<file path="config.mk">
export PLATFORM = sky130hd
export DESIGN_NAME = sync_fifo_param
export DESIGN_NICKNAME = d
export VERILOG_FILES = /design/src/rtl/sad_fifo_pkg.sv /design/src/rtl/fifo_regfile.sv /design/src/rtl/sync_fifo_param.sv
export SDC_FILE = /design/constraint.sdc
export NUM_CORES = 2
export LEC_CHECK = 0
export ABC_AREA = 1
export CAP_MARGIN = 20
export CORE_ASPECT_RATIO = 1.5
export CORE_MARGIN = 1
export CORE_UTILIZATION = 30
export CTS_CLUSTER_SIZE = 14
export DETAILED_ROUTE_END_ITERATION = 10
export GPL_ROUTABILITY_DRIVEN = 0
export HOLD_SLACK_MARGIN = 0.12
export PLACE_DENSITY = 0.53
export SETUP_SLACK_MARGIN = 0.2
export SYNTH_ARGS = -nofsm -noshare
export SYNTH_HDL_FRONTEND = slang
export SYNTH_SLANG_ARGS = --single-unit
</file>
<file path="constraint.sdc">
create_clock -name clk -period 2.8 [get_ports clk]
set_input_delay 0.84 -clock clk [delete_from_list [all_inputs] [get_ports clk]]
set_output_delay 0.84 -clock clk [all_outputs]
set_load 0.02 [all_outputs]
</file>
<file path="src/rtl/sad_fifo_pkg.sv">
// Shared definitions for the SAD fetch-path FIFO buffers.
package sad_fifo_pkg;

  typedef enum logic {
    FIFO_MODE_REG  = 1'b0,
    FIFO_MODE_FWFT = 1'b1
  } fifo_mode_e;

  // Occupancy needs one bit more than the pointers to represent DEPTH itself.
  function automatic int fifo_cw(input int depth);
    return $clog2(depth) + 1;
  endfunction

endpackage

</file>
<file path="src/rtl/fifo_regfile.sv">
// DEPTH x DATA_W storage: one synchronous write port, one asynchronous read port.
module fifo_regfile #(
  parameter int DATA_W = 8,
  parameter int DEPTH  = 256
) (
  input  logic                     clk,
  input  logic                     we,
  input  logic [$clog2(DEPTH)-1:0] waddr,
  input  logic [DATA_W-1:0]        wdata,
  input  logic [$clog2(DEPTH)-1:0] raddr,
  output logic [DATA_W-1:0]        rdata
);

  logic [DATA_W-1:0] mem [DEPTH];

  always_ff @(posedge clk) begin
    if (we) mem[waddr] <= wdata;
  end

  assign rdata = mem[raddr];

endmodule

</file>
<file path="src/rtl/sync_fifo_param.sv">
// Single-clock FIFO between pixel fetch and the SAD engines; registered or
// first-word-fall-through read, threshold flags, sticky error flags, flush.
module sync_fifo_param
  import sad_fifo_pkg::*;
#(
  parameter int DATA_W   = 8,
  parameter int DEPTH    = 256,
  parameter int FWFT     = 0,
  parameter int AF_LEVEL = DEPTH - 4,
  parameter int AE_LEVEL = 4
) (
  input  logic                         clk,
  input  logic                         rst_n,
  input  logic                         flush,
  input  logic                         wr,
  input  logic [DATA_W-1:0]            wr_data,
  input  logic                         rd,
  output logic [DATA_W-1:0]            rd_data,
  output logic                         rd_valid,
  output logic [fifo_cw(DEPTH)-1:0]    count,
  output logic                         empty,
  output logic                         full,
  output logic                         almost_empty,
  output logic                         almost_full,
  output logic                         overflow,
  output logic                         underflow
);

  localparam int AW      = $clog2(DEPTH);
  localparam int CW      = fifo_cw(DEPTH);
  localparam bit IS_FWFT = (FWFT == int'(FIFO_MODE_FWFT));

  logic [AW-1:0]     wr_ptr, rd_ptr;
  logic [CW-1:0]     count_q;
  logic              ovf_q, unf_q;
  logic [DATA_W-1:0] rd_data_q, mem_rdata;
  logic              rd_valid_q;
  logic              empty_i, full_i;
  logic              rd_acc, wr_acc;

  assign empty_i = (count_q == '0);
  assign full_i  = (count_q == CW'(DEPTH));

  // Flush wins over any request in the same cycle.
  assign rd_acc = rd & ~empty_i & ~flush;
  assign wr_acc = wr & (~full_i | rd_acc) & ~flush;

  fifo_regfile #(
    .DATA_W (DATA_W),
    .DEPTH  (DEPTH)
  ) u_regfile (
    .clk   (clk),
    .we    (wr_acc),
    .waddr (wr_ptr),
    .wdata (wr_data),
    .raddr (rd_ptr),
    .rdata (mem_rdata)
  );

  always_ff @(posedge clk or negedge rst_n) begin
    if (!rst_n) begin
      wr_ptr  <= '0;
      rd_ptr  <= '0;
      count_q <= '0;
    end else if (flush) begin
      wr_ptr  <= '0;
      rd_ptr  <= '0;
      count_q <= '0;
    end else begin
      if (wr_acc) wr_ptr <= wr_ptr + AW'(1);
      if (rd_acc) rd_ptr <= rd_ptr + AW'(1);
      case ({wr_acc, rd_acc})
        2'b10:   count_q <= count_q + CW'(1);
        2'b01:   count_q <= count_q - CW'(1);
        default: count_q <= count_q;
      endcase
    end
  end

  always_ff @(posedge clk or negedge rst_n) begin
    if (!rst_n) begin
      ovf_q <= 1'b0;
      unf_q <= 1'b0;
    end else if (flush) begin
      ovf_q <= 1'b0;
      unf_q <= 1'b0;
    end else begin
      if (wr & ~wr_acc) ovf_q <= 1'b1;
      if (rd & empty_i) unf_q <= 1'b1;
    end
  end

  always_ff @(posedge clk or negedge rst_n) begin
    if (!rst_n) begin
      rd_data_q  <= '0;
      rd_valid_q <= 1'b0;
    end else if (flush) begin
      rd_valid_q <= 1'b0;
    end else if (rd_acc) begin
      rd_data_q  <= mem_rdata;
      rd_valid_q <= 1'b1;
    end else begin
      rd_valid_q <= 1'b0;
    end
  end

  // In FWFT mode an empty FIFO shows zero rather than stale or uninitialised storage.
  assign rd_data  = IS_FWFT ? (empty_i ? '0 : mem_rdata) : rd_data_q;
  assign rd_valid = IS_FWFT ? ~empty_i : rd_valid_q;

  assign count        = count_q;
  assign empty        = empty_i;
  assign full         = full_i;
  assign almost_full  = (int'(count_q) >= AF_LEVEL);
  assign almost_empty = (int'(count_q) <= AE_LEVEL);
  assign overflow     = ovf_q;
  assign underflow    = unf_q;

endmodule

</file>
==> impl_results.md <==
- Syn. warnings: 0
- Top cells by area, synth: edfxtp_1 70%, nand2_1 11%, nand3_1 6.1%, nor2_1 2.7%, inv_1 1.5%
- Top Ports: 37
- Global-route wire length before repair: 410 mm
- CP Capture Type: output pin
- Synthesized instance count: 7758
- Syn Nets: 7784
- Vias per inst: 4.98
- Ys async rst share: 1.73%
- CTS Sinks: 2084
- Antenna viol nets, final: 0
- Max-Cap Viols: 0
- Worst Tran Pin Value: 0.795 ns
- Final Hold Vio Count: 0
- Post-synth EDFFs: 2048
- Crit path arrival time: 2.20 ns
- Largest net degree at the start of global routing: 85
- Worst setup SP type: register
- Slew Limit Fails: 0
- Routed len/inst: 24.5 um
- Post-synthesis register bit count: 2084
- CTS Buffer Depth: 4
- Failing checks: negative setup slack
- DIE WIDTH: 443 um
- Root buffer cell: clkbuf_16
- Sw Ratio: 33.0%
- Post-route DRC violation count: 0
- Slew margin rel.: 47.0%
- Core Region: 290000 um^2
- Inserted Clock Buffers: 194
- Critical path class: register to output pin
- Worst skew pair latency: 0.88 ns
- Die Footprint: 293000 um^2
- Synthesized cell area: 87400 um^2
- Lkg Pwr: 39.8 nW
- Hold_ws: 0.341 ns
- Maximum resistive drop on vdd: 0.525 mV
- Worst-path clk slew: 0.06 ns
- Mapped Avg Cell Area: 11.3 um^2
- Die H: 663 um
- Top cells by count, synth: 2545 x nand2_1, 2048 x edfxtp_1, 1071 x nand3_1
- Vias in the first global route: 61100
- Fin nets: 8294
- Most used DFF post-synth: edfxtp_1
- CTS tree: built
- RSZ-0062 raised after global routing: yes
- Distinct cells, synth: 47
- H-tree depth: 4
- Minimum clock period: 3.04 ns
- Comb power frac: 30.3%
- Area growth syn-to-layout: 23.4%
- Most common cell in the netlist: nand2_1
- Initial antenna violation count: 5
- DP HPWL: 187 mm
- Part of the power in registers: 40.0%
- GRT Total Usage: 19.0%
- GR Overflow Total: 0
- Cell type with the largest total area after synthesis: edfxtp_1
- Critical path peak fanout: 2
- Final worst-path cycle share: 109%
- Vias: 60600
- Initial drt markers: 5492
- Max Fclk: 328 MHz
- Buffers on Ports: 36
- Setup Skew: 0.0729 ns
- Filler cells: 27700
- Flop-to-flop setup slack: 0.08 ns
- Hold crit path type: input pin to register
- Placement Rows: 242
- Initial Util: 30.2%
- CP Data Required Time: 1.96 ns
- Final setup fails: 3
- Int Pwr: 57.9 mW
- Share of layout cells above drive strength 1: 18.8%
- Psw: 28.6 mW
- Fin worst setup slack: -0.244 ns
- Detailed Route WL: 299 mm
- Status: finished with violations
- Pre-CTS setup slack: -0.477 ns
- Clock power frac: 29.7%
- Register area share after synthesis: 71.4%
- Synth top area share: 70.4%
- Drt pass-1 iters: 8
- Power per standard cell area: 802 nW/um^2
==> state kept, by name, summed over array words and instances (netlist names) <==
register / flops
rd_ptr: 8
underflow: 1
rd_data: 8
rd_valid: 1
count: 9
wr_ptr: 8
u_regfile.mem: 2048
overflow: 1
==> path summary, 6_finish.rpt <==
path	from	endpoint	cells after the start
max in group asynchronous	rst_n	rd_data[6]$_DFFE_PN0P_	3
min reg2reg	overflow$_DFFE_PN0P_	overflow$_DFFE_PN0P_	1
max reg2reg	rd_ptr[0]$_DFFE_PN0P_	rd_data[7]$_DFFE_PN0P_	17
min in group asynchronous	rst_n	count[5]$_DFFE_PN0P_	2
min	wr_data[6]	u_regfile.mem[101][6]$_DFFE_PP_	1
max	count[5]$_DFFE_PN0P_	almost_empty	5
==> power by group through the flow <==
stage	registers (mW)	clock network [mW]	logic [mW]
final	34.6	25.7	26.2
after floorplan	35.3	0	12.3
after detailed placement	35.3	0	20.9
after CTS	34.6	26.1	23.0
after global routing	34.6	27.1	27.8
after global placement	35.3	0	20.9
==> critical path, stage by stage, from the launching register on <==
cell and delay, ns:
dfrtp_1 0.38, inv_1 0.08, nand4_1 0.17, or2_2 0.35, a211oi_2 0.20, buf_4 0.19
==> metal layers <==
layer / track usage (%) / vias to the layer above / part of all wire (%)
li1: - / 27600 / -
met1: 20.8 / 30100 / 36
met4: 11.5 / 4 / 7.3
met5: 0 / - / 0.0090
met2: 35.1 / 2235 / 52
met3: 1.78 / 713 / 4.8
==> cells in the final DEF (no fill, tap or decap), types with 95 or more instances in the layout <==
master and instances:
nand2_1 2436, edfxtp_1 2048, nand3_1 944, nor2_1 444
buf_4 425, inv_1 334, clkbuf_16 241, nor2_2 156
buf_12 147, a21oi_1 125, o21ai_0 123, nand3_2 118
o211ai_1 95
==> area by class of cell <==
| class | instances | area (um^2) | area share [%] |
|---|---|---|---|
| clock buffer | 242 | 5130 | 4.76 |
| timing repair buffer | 778 | 9840 | 9.13 |
| antenna | 1 | 2.50 | 0.00232 |
| tap | 3782 | 4730 | 4.39 |
| sequential | 2084 | 62400 | 57.9 |
| timing repair inverter | 2 | 36.3 | 0.0336 |
| multi-input combinational | 4856 | 23500 | 21.8 |
| clock inverter | 79 | 797 | 0.739 |
| inverter | 352 | 1390 | 1.28 |
==> what timing repair did <==
item                                   in CTS  in global routing
resized for setup                         218                491
buffers inserted                           25                 32
endpoints found under the hold margin      26                  0
pin swaps                                  27                164
setup endpoints to repair                  33               1539
hold buffers                                1                  0
cloned                                     18                 46
==> kinds of logic (layout without fill, tap and decap cells) <==
group                      Yosys count  count (layout)  synth area share (%)
AOI/OAI and AO/OA                  487             487                  3.27
xor gates and xnor gates            12              12                 0.120
adders and majority gates           13              13                 0.195
buffers and inverters              818            1453                  4.37
DFF                               2084            2084                  71.4
other                                0               1                     0
and+or+nand+nor                   4344            4344                  20.6
==> stage by stage <==
stage	power [mW]	TNS (ns)	cell area (um^2)	utilization (%)	instances
5_1_grt	89.5	-1.02	108000	37.2	12200
2_1_floorplan	47.6	0	87800	-	7758
4_1_cts	83.7	-0.810	105000	36.1	12100
3_5_place_dp	56.2	-707.34	97100	33.5	11700
6_report	86.5	-0.653	108000	37.2	12200
3_3_place_gp	56.2	-686.60	97100	33.5	11700
Power figures use the tool's default switching activity.
